==> src/rtl/counter_header_parser_pkg.sv <==
// Shared framing constants for the counter-header record, used by both the
// header writer and this parser.
package counter_header_parser_pkg;

    localparam logic [15:0] EVT_HDR_WORD  = 16'hAAAA;
    localparam logic [15:0] DATA_HDR_WORD = 16'hDDDD;
    localparam int          HDR_FIELD_CNT = 12;

    localparam int IDX_HDR       = 0;
    localparam int IDX_PPS       = 1;
    localparam int IDX_TENMHZ_HI = 2;
    localparam int IDX_EVENT_HI  = 4;
    localparam int IDX_TRIG_HI   = 6;
    localparam int IDX_CLOCK_HI  = 8;
    localparam int IDX_CLOCK_LO  = 11;

    typedef enum logic [1:0] {
        ST_HUNT    = 2'd0,
        ST_COLLECT = 2'd1,
        ST_HOLD    = 2'd2
    } state_t;

endpackage

==> src/rtl/counter_header_parser_byte_to_word_packer.sv <==
// Packs bytes into big-endian 16-bit words. In slide mode every byte after the
// first completes a word, giving a two-byte sliding window for sync hunting.
module byte_to_word_packer (
    input  logic        CLK,
    input  logic        RST_N,
    input  logic        clr,
    input  logic        slide,
    input  logic        byte_vld,
    input  logic [7:0]  byte_in,
    output logic        word_stb,
    output logic [15:0] word
);

    logic [7:0] hi_byte;
    logic       phase;

    always_ff @(posedge CLK or negedge RST_N) begin
        if (!RST_N) begin
            hi_byte <= '0;
            phase   <= 1'b0;
        end else if (clr) begin
            hi_byte <= '0;
            phase   <= 1'b0;
        end else if (byte_vld) begin
            hi_byte <= byte_in;
            phase   <= slide | ~phase;
        end
    end

    assign word_stb = byte_vld & phase;
    assign word     = {hi_byte, byte_in};

endmodule

==> src/rtl/counter_header_parser.sv <==
// Parses the counter-header byte stream into PPS/10MHz/EVENT/TRIG/CLOCK
// counters, with AA AA sync hunting, trailer checking and a valid/ack output.
module counter_header_parser
    import counter_header_parser_pkg::*;
#(
    parameter int TRAILER_WORDS = 4,
    parameter int ERRCNT_W      = 8
) (
    input  logic                CLK,
    input  logic                RST_N,
    input  logic                ENABLE,
    output logic                CFIFO_RDEN,
    input  logic [7:0]          CFIFO_DOUT,
    input  logic                CFIFO_EMPTY,
    input  logic                CFIFO_VALID,
    output logic                HDR_VALID,
    input  logic                HDR_ACK,
    output logic [15:0]         PPS_COUNT,
    output logic [31:0]         TENMHZ_COUNT,
    output logic [31:0]         EVENT_COUNT,
    output logic [31:0]         TRIG_COUNT,
    output logic [63:0]         CLOCK_COUNT,
    output logic                HDR_ERR,
    output logic [ERRCNT_W-1:0] ERR_COUNT,
    output logic                SYNCED
);

    localparam int REC_WORDS = HDR_FIELD_CNT + TRAILER_WORDS;
    localparam int REC_BYTES = 2 * REC_WORDS;
    localparam int ISS_W     = $clog2(REC_BYTES + 1);
    localparam int WIDX_W    = $clog2(REC_WORDS);

    localparam logic [ISS_W-1:0]  ISS_LIMIT   = ISS_W'(REC_BYTES);
    localparam logic [ISS_W-1:0]  ISS_SYNCED  = ISS_W'(2);
    localparam logic [WIDX_W-1:0] WIDX_HDR    = WIDX_W'(IDX_HDR);
    localparam logic [WIDX_W-1:0] WIDX_FIRST  = WIDX_W'(IDX_PPS);
    localparam logic [WIDX_W-1:0] WIDX_FLAST  = WIDX_W'(IDX_CLOCK_LO);
    localparam logic [WIDX_W-1:0] WIDX_TRAIL  = WIDX_W'(HDR_FIELD_CNT);
    localparam logic [WIDX_W-1:0] WIDX_LAST   = WIDX_W'(REC_WORDS - 1);

    function automatic logic [ERRCNT_W-1:0] sat_inc(input logic [ERRCNT_W-1:0] v);
        return (&v) ? v : v + 1'b1;
    endfunction

    state_t            state;
    logic [ISS_W-1:0]  issued;
    logic [WIDX_W-1:0] widx;
    logic              rd_pend;
    logic [15:0]       field_sh [IDX_PPS:IDX_CLOCK_LO];

    logic        hunting;
    logic        word_stb;
    logic [15:0] word;
    logic        hunt_match, coll_stb, frame_err, rec_done, ack_take, pk_clr, rd_perm;

    assign hunting = (state == ST_HUNT);
    assign SYNCED  = (state != ST_HUNT);

    byte_to_word_packer u_packer (
        .CLK      (CLK),
        .RST_N    (RST_N),
        .clr      (pk_clr),
        .slide    (hunting),
        .byte_vld (CFIFO_VALID),
        .byte_in  (CFIFO_DOUT),
        .word_stb (word_stb),
        .word     (word)
    );

    always_comb begin
        hunt_match = hunting && word_stb && (word == EVT_HDR_WORD);
        coll_stb   = (state == ST_COLLECT) && word_stb;
        frame_err  = coll_stb && (((widx == WIDX_HDR) && (word != EVT_HDR_WORD)) ||
                                  ((widx >= WIDX_TRAIL) && (word != DATA_HDR_WORD)));
        rec_done   = coll_stb && (widx == WIDX_LAST) && (word == DATA_HDR_WORD);
        ack_take   = (state == ST_HOLD) && HDR_ACK;
        pk_clr     = hunt_match | frame_err | ack_take;
        // Hunting keeps at most one read in flight so the window never races ahead of sync.
        rd_perm = 1'b0;
        case (state)
            ST_HUNT:    rd_perm = ~rd_pend;
            ST_COLLECT: rd_perm = (issued < ISS_LIMIT);
            default:    rd_perm = 1'b0;
        endcase
        CFIFO_RDEN = RST_N & ENABLE & ~CFIFO_EMPTY & rd_perm;
    end

    always_ff @(posedge CLK) begin
        if (coll_stb && (widx >= WIDX_FIRST) && (widx <= WIDX_FLAST))
            field_sh[widx] <= word;
    end

    always_ff @(posedge CLK or negedge RST_N) begin
        if (!RST_N) begin
            state        <= ST_HUNT;
            issued       <= '0;
            widx         <= '0;
            rd_pend      <= 1'b0;
            HDR_VALID    <= 1'b0;
            HDR_ERR      <= 1'b0;
            ERR_COUNT    <= '0;
            PPS_COUNT    <= '0;
            TENMHZ_COUNT <= '0;
            EVENT_COUNT  <= '0;
            TRIG_COUNT   <= '0;
            CLOCK_COUNT  <= '0;
        end else begin
            HDR_ERR <= frame_err;
            rd_pend <= CFIFO_RDEN;
            if (frame_err)
                ERR_COUNT <= sat_inc(ERR_COUNT);
            case (state)
                ST_HUNT: begin
                    if (hunt_match) begin
                        state  <= ST_COLLECT;
                        issued <= ISS_SYNCED;
                        widx   <= WIDX_FIRST;
                    end
                end
                ST_COLLECT: begin
                    if (CFIFO_RDEN)
                        issued <= issued + 1'b1;
                    if (frame_err) begin
                        state <= ST_HUNT;
                    end else if (rec_done) begin
                        state        <= ST_HOLD;
                        HDR_VALID    <= 1'b1;
                        PPS_COUNT    <= field_sh[IDX_PPS];
                        TENMHZ_COUNT <= {field_sh[IDX_TENMHZ_HI], field_sh[IDX_TENMHZ_HI+1]};
                        EVENT_COUNT  <= {field_sh[IDX_EVENT_HI], field_sh[IDX_EVENT_HI+1]};
                        TRIG_COUNT   <= {field_sh[IDX_TRIG_HI], field_sh[IDX_TRIG_HI+1]};
                        CLOCK_COUNT  <= {field_sh[IDX_CLOCK_HI],   field_sh[IDX_CLOCK_HI+1],
                                         field_sh[IDX_CLOCK_HI+2], field_sh[IDX_CLOCK_HI+3]};
                    end else if (coll_stb) begin
                        widx <= widx + 1'b1;
                    end
                end
                ST_HOLD: begin
                    // After ack the next record's AA AA is checked in place, not hunted.
                    if (HDR_ACK) begin
                        state     <= ST_COLLECT;
                        HDR_VALID <= 1'b0;
                        issued    <= '0;
                        widx      <= WIDX_HDR;
                    end
                end
                default: state <= ST_HUNT;
            endcase
        end
    end

endmodule

==> config.mk <==
export PLATFORM = sky130hd
export DESIGN_NAME = counter_header_parser
export DESIGN_NICKNAME = d
export VERILOG_FILES = /design/src/rtl/counter_header_parser_pkg.sv /design/src/rtl/counter_header_parser_byte_to_word_packer.sv /design/src/rtl/counter_header_parser.sv
export SDC_FILE = /design/constraint.sdc
export NUM_CORES = 1
export LEC_CHECK = 0
export BUFFER_PORTS_ARGS = -buffer_cell sky130_fd_sc_hd__buf_2
export CELL_PAD_IN_SITES_DETAIL_PLACEMENT = 1
export CELL_PAD_IN_SITES_GLOBAL_PLACEMENT = 1
export CORE_MARGIN = 1.5
export CORE_UTILIZATION = 35
export CTS_BUF_LIST = sky130_fd_sc_hd__clkbuf_4
export DETAILED_ROUTE_END_ITERATION = 12
export HOLD_SLACK_MARGIN = 0.12
export PLACE_DENSITY = 0.67
export SLEW_MARGIN = 20
export SYNTH_ARGS = -nofsm -noshare
export SYNTH_HDL_FRONTEND = slang
export SYNTH_SLANG_ARGS = --single-unit
==> constraint.sdc <==
create_clock -name CLK -period 9.08 [get_ports CLK]
set_clock_uncertainty 0.2 [all_clocks]
set_input_delay 1.816 -clock CLK [delete_from_list [all_inputs] [get_ports CLK]]
set_output_delay 1.816 -clock CLK [all_outputs]
set_load 0.05 [all_outputs]
* Word level (Yosys, flattened, before mapping)
Memories as Yosys holds them, arrays and structs flattened. A register that Yosys moved wholly into a read port is not among the register bits.
Cells that the tools add are included.
Widths: inputs -> output; s select.
** Word-level totals
- Output and inout bits :: 188
- Input bits :: 14
- Word-level logic and storage cells :: 106
- Bits in writable memories :: 176
- Register bits :: 32
- Memories kept :: 1
** Memory list
- field_sh :: depth 11, width 16, read ports 11, clocked after Yosys merged registers in 11, wr ports 1, RTL line counter_header_parser.sv:49 : logic [15:0] field_sh [IDX_PPS:IDX_CLOCK_LO];
** Operators by class
- Equality and inequality tests :: 15
- Bitwise logic cells :: 12
- Reductions and logical operators :: 36
- Mux-type cells :: 26
- Magnitude comparators :: 4
- Add/sub/neg operators :: 3
** Operator list (count)
- $eq 16x16->1 const B :: 2
- $ne 16x16->1 const B :: 2
- $mux 4 :: 5
- $mux 6 :: 3
- $pmux 6 s3 :: 1
- $mux 8 :: 2
- $ne 2x2->1 const B :: 6
- $pmux 4 s3 :: 1
- $logic_and 1x1->1 :: 11
- $logic_not 1->1 :: 11
- $add 8x1->8 const B :: 1
- $mux 2 :: 4
- $reduce_and 4->1 :: 2
- $reduce_and 8->1 :: 1
- $mux 1 :: 7
- $add 6x1->6 const B :: 1
- $lt 6x6->1 const B :: 1
- $pmux 2 s3 :: 1
- $reduce_and 3->1 :: 2
- $reduce_and 6->1 :: 1
- $reduce_bool 2->1 :: 3
- $not 1->1 :: 5
- $add 4x1->4 const B :: 1
- $and 1x1->1 :: 4
- other kinds (15) :: 18

* Depth between registers and ports, before layout
- Depth in word-level cells :: 7
- Gate-level depth with buffers :: 8
- Depth with buffers taken out :: 7

* Modules after synthesis
A second synthesis with hierarchy kept.
** Unflattened totals
- Cell total of the unflattened synthesis :: 758
- Area total of the unflattened synthesis :: 13812.0 um^2
** By module, submodules not included
- counter_header_parser :: area each 13372.8 um^2, instances 1, seq. area each 10264.8 um^2, cells each 719
- byte_to_word_packer :: area each 439.2 um^2, instances 1, seq. area each 225.2 um^2, cells each 39

* Worst setup path before layout
OpenSTA, ideal clock, no wires.
- Path type :: in2out
- Start :: in CFIFO_EMPTY
- End :: out CFIFO_RDEN
- Slack :: 4.200 ns
- Arrival :: 2.864 ns
- Data required time :: 7.064 ns
- Buffers on the path :: 0
- Stages :: 2
- Cells stage by stage :: nand3b_1 > a21oi_1
** On the way
- Longest elaborated chain between the ends :: 3
** Ends and longest elaborated chain
- from (decl) :: RTL line counter_header_parser.sv:14 : input logic CFIFO_EMPTY,
- $not 1->1 :: RTL line counter_header_parser.sv:85 : CFIFO_RDEN = RST_N & ENABLE & ~CFIFO_EMPTY & rd_perm;
- $and 1x1->1 (2 in a row) :: RTL line counter_header_parser.sv:85
- to (decl) :: RTL line counter_header_parser.sv:12 : output logic CFIFO_RDEN,
No other way between the ends.

* Final worst setup path
- Start :: in RST_N
- End :: out CFIFO_RDEN
** On the way
- Longest elaborated chain between the ends :: 3
** Ends and longest elaborated chain
- from (decl) :: RTL line counter_header_parser.sv:10 : input logic RST_N,
- $and 1x1->1 (3 in a row) :: RTL line counter_header_parser.sv:85
No other way between the ends.

==> impl_results.md <==
* Antenna violation net count after detailed routing at 0
* Vias in the first global route at 8376
* CTS sink cnt at 384
* Setup_tns at 0 ns
* First-pass GRT wire length at 54400 microns
* Ranking of synthesized cells by area: edfxtp_1 (39%), dfrtp_1 (38%), mux2_2 (15%)
* Area delta synth->final at 22.3%
* Post-synthesis xor/xnor area fraction at 0.00448
* Cts hold-fix bufs at 0
* CP arrival at 3.34 ns
* Final GP Congestion at 0.745
* Final-stage net count at 1061
* Synth cell types at 45
* WL per Instance at 21.8 microns
* Via count at 7701
* Average size of a mapped cell at 18.4 sq um
* Post-synthesis simple-gate area fraction at 0.0342
* Maximum fanout along the worst path at 82
* Fraction of registers with async set/reset at 0.542
* Core Area at 38600 sq um
* Power Density at 235 nW/um^2
* #FFs+latches synth at 384
* # DRC at 0
* Fin. max-slew vios at 0
* CTS tree: done
* Hold Violations, Final at 0
* Final setup viols at 0
* GRT Total Usage at 0.182
* H-tree depth at 3
* Post-synthesis sequential area ratio at 0.766
* Combinational family with the most area after synthesis: multiplexers
* Syn. warnings at 0
* Syn Inst Count at 745
* Multiplexer area fraction after synthesis at 0.155
* Slew HR at 0.286
* Die height at 201 microns
* CTS Buffer Depth at 3
* First DRT Iteration DRCs at 363
* CTS root buf: clkbuf_4
* Pleak at 7.91 nW
* Setup Fix Bufs, Post-CTS at 0
* Mapped Area at 13700 sq um
* CTS clock-pin slew for the worst setup and hold paths at 0.07 ns
* Resized cells post-CTS at 0
* Worst setup path class: input pin to primary output
* Fmax at 187 MHz
* WL final at 35700 microns
* Design area at 16700 sq um
* IO Count at 202
* Initial Util at 0.354
* Post-synth EDFFs at 176
* IO Port Bufs at 201
* Count leader, synth: dfrtp_1
* Die area at 40300 sq um
* Peak VDD IR at 135 uV
* Remaining global-route overflow at 0
* TritonCTS Buffers at 102
* Post-route minimum period at 5.35 ns
* Layout cells sized above 1 at 0.519
* Ys flop type: dfrtp_1
* Vias per cell at 4.70
* Syn Nets at 771
* Outcome: completed
* Placed Area at 15400 sq um
* Initial antenna violation count at 4
* Maximum Capacitance Violations at 0
* Share of the synthesized area in the top cell type at 0.386
* Unrepaired setup endpoints after global routing: no
* Post-synthesis compound-gate area fraction at 0.0170
* Post-synth top cells: dfrtp_1 (208), mux2_2 (178), edfxtp_1 (176)
* Adder-Cell Fraction of Synth Area at 0.0110
* Drt first pass iters at 4
* Startpoint types: input pin
* Worst-Margin Slew at 1.07 ns
* Total Power at 3.93 mW
* Req. time, crit path at 7.06 ns
* Detailed placer's ending HPWL at 21800 microns
* Hold Crit Class: flop to flop
* Row count at 72
* Pin count of the biggest net entering global routing at 83
* Die Width at 201 microns
* Clock latency at the later pin of the worst-skew pair at 0.78 ns
* Period utilization at 0.590
* Crit. End Element: primary output
* Largest area contributor in the synthesized netlist: edfxtp_1
metal layers:
layer / vias up / routed length [microns] / share of wire / global-route usage
met1: 3984 / 15800 / 0.44 / 0.243
met5: - / 13 / 0.00036 / 0
met4: 2 / 674 / 0.019 / 0.0674
met2: 235 / 17200 / 0.48 / 0.288
li1: 3427 / - / - / -
met3: 53 / 2080 / 0.058 / 0.0466
cells in the final DEF (no fill, tap or decap), types with 2 or more instances in the layout:
master	instances
edfxtp_1	176
o211ai_1	2
or4_1	2
clkbuf_4	173
buf_4	10
buf_2	200
and2_1	10
mux2_2	178
a21oi_1	6
nand2_1	11
clkinv_1	8
nand2b_1	3
nor2_1	14
xnor2_1	6
or3_1	3
buf_8	2
nand4_1	3
inv_2	3
and3_1	4
nor3_1	5
inv_1	12
nor3b_1	2
o41ai_1	5
or4b_1	2
mux2i_1	12
dfrtp_1	208
nand4b_1	4
nand3_1	11
o21ai_0	6
ha_1	12
final timing paths:
| check | slack [ns] | startpoint | to | cells after the start |
|---|---|---|---|---|
| max | 3.73 | RST_N | CFIFO_RDEN | 4 |
| max in group asynchronous | 6.42 | RST_N | CLOCK_COUNT[58] | 2 |
| min reg2reg | 0.25 | field_sh[5][3] | EVENT_COUNT[3] | 1 |
| min in group asynchronous | 0.84 | RST_N | ERR_COUNT[7] | 1 |
| min | 0.25 | field_sh[5][3] | EVENT_COUNT[3] | 1 |
| max reg2reg | 4.87 | u_packer.hi_byte[1] | TRIG_COUNT[15] | 6 |
state kept, by name, summed over array words and instances (netlist names):
register / cells
u_packer.hi_byte: 8
HDR_VALID: 1
ERR_COUNT: 8
TRIG_COUNT: 32
field_sh: 176
rd_pend: 1
EVENT_COUNT: 32
u_packer.phase: 1
issued: 6
TENMHZ_COUNT: 32
HDR_ERR: 1
CLOCK_COUNT: 64
PPS_COUNT: 16
widx: 4
state: 2
power breakdown:
group | internal [mW] | switching (mW) | total [mW] | leakage (nW)
clock | 0.880 | 0.707 | 1.59 | 0.844
sequential | 1.92 | 0.111 | 2.03 | 4.46
combinational | 0.0920 | 0.225 | 0.317 | 2.60
total | 2.89 | 1.04 | 3.93 | 7.91
metrics by stage:
step | worst slack, ns | util | hold WS (ns) | instances
after global routing | 3.51 | 0.433 | 0.262 | 1638
after detailed placement | 3.57 | 0.397 | 0.262 | 1449
final | 3.73 | 0.433 | 0.247 | 1638
after CTS | 3.65 | 0.433 | 0.243 | 1637
after global placement | 3.62 | 0.397 | 0.255 | 1447
after floorplan | 4.20 | - | 0.254 | 745
critical path, cell delays in order:
cell and delay (ns):
buf_8 0.46, nand3b_1 0.30, a21oi_1 0.38, buf_2 0.35
cell families after synthesis:
kind of cell,Yosys count
AND/OR/NAND/NOR,83
XOR/XNOR,7
flip-flops,384
buffers and inverters,39
AO/OA/AOI/OAI,30
adder cells (fa/ha/maj),12
multiplexers,190
layout make-up:
cell class,count,area [sq um]
Antenna cell,1,2.50
Clock buffer,173,1300
Clock inverter,15,92.6
Fill cell,3884,21900
Inverter,12,45.0
Multi-Input combinational cell,322,3050
Sequential cell,384,10500
Tap cell,518,648
Timing Repair Buffer,213,1120
Note: power is estimated with default switching activity, not from simulation.
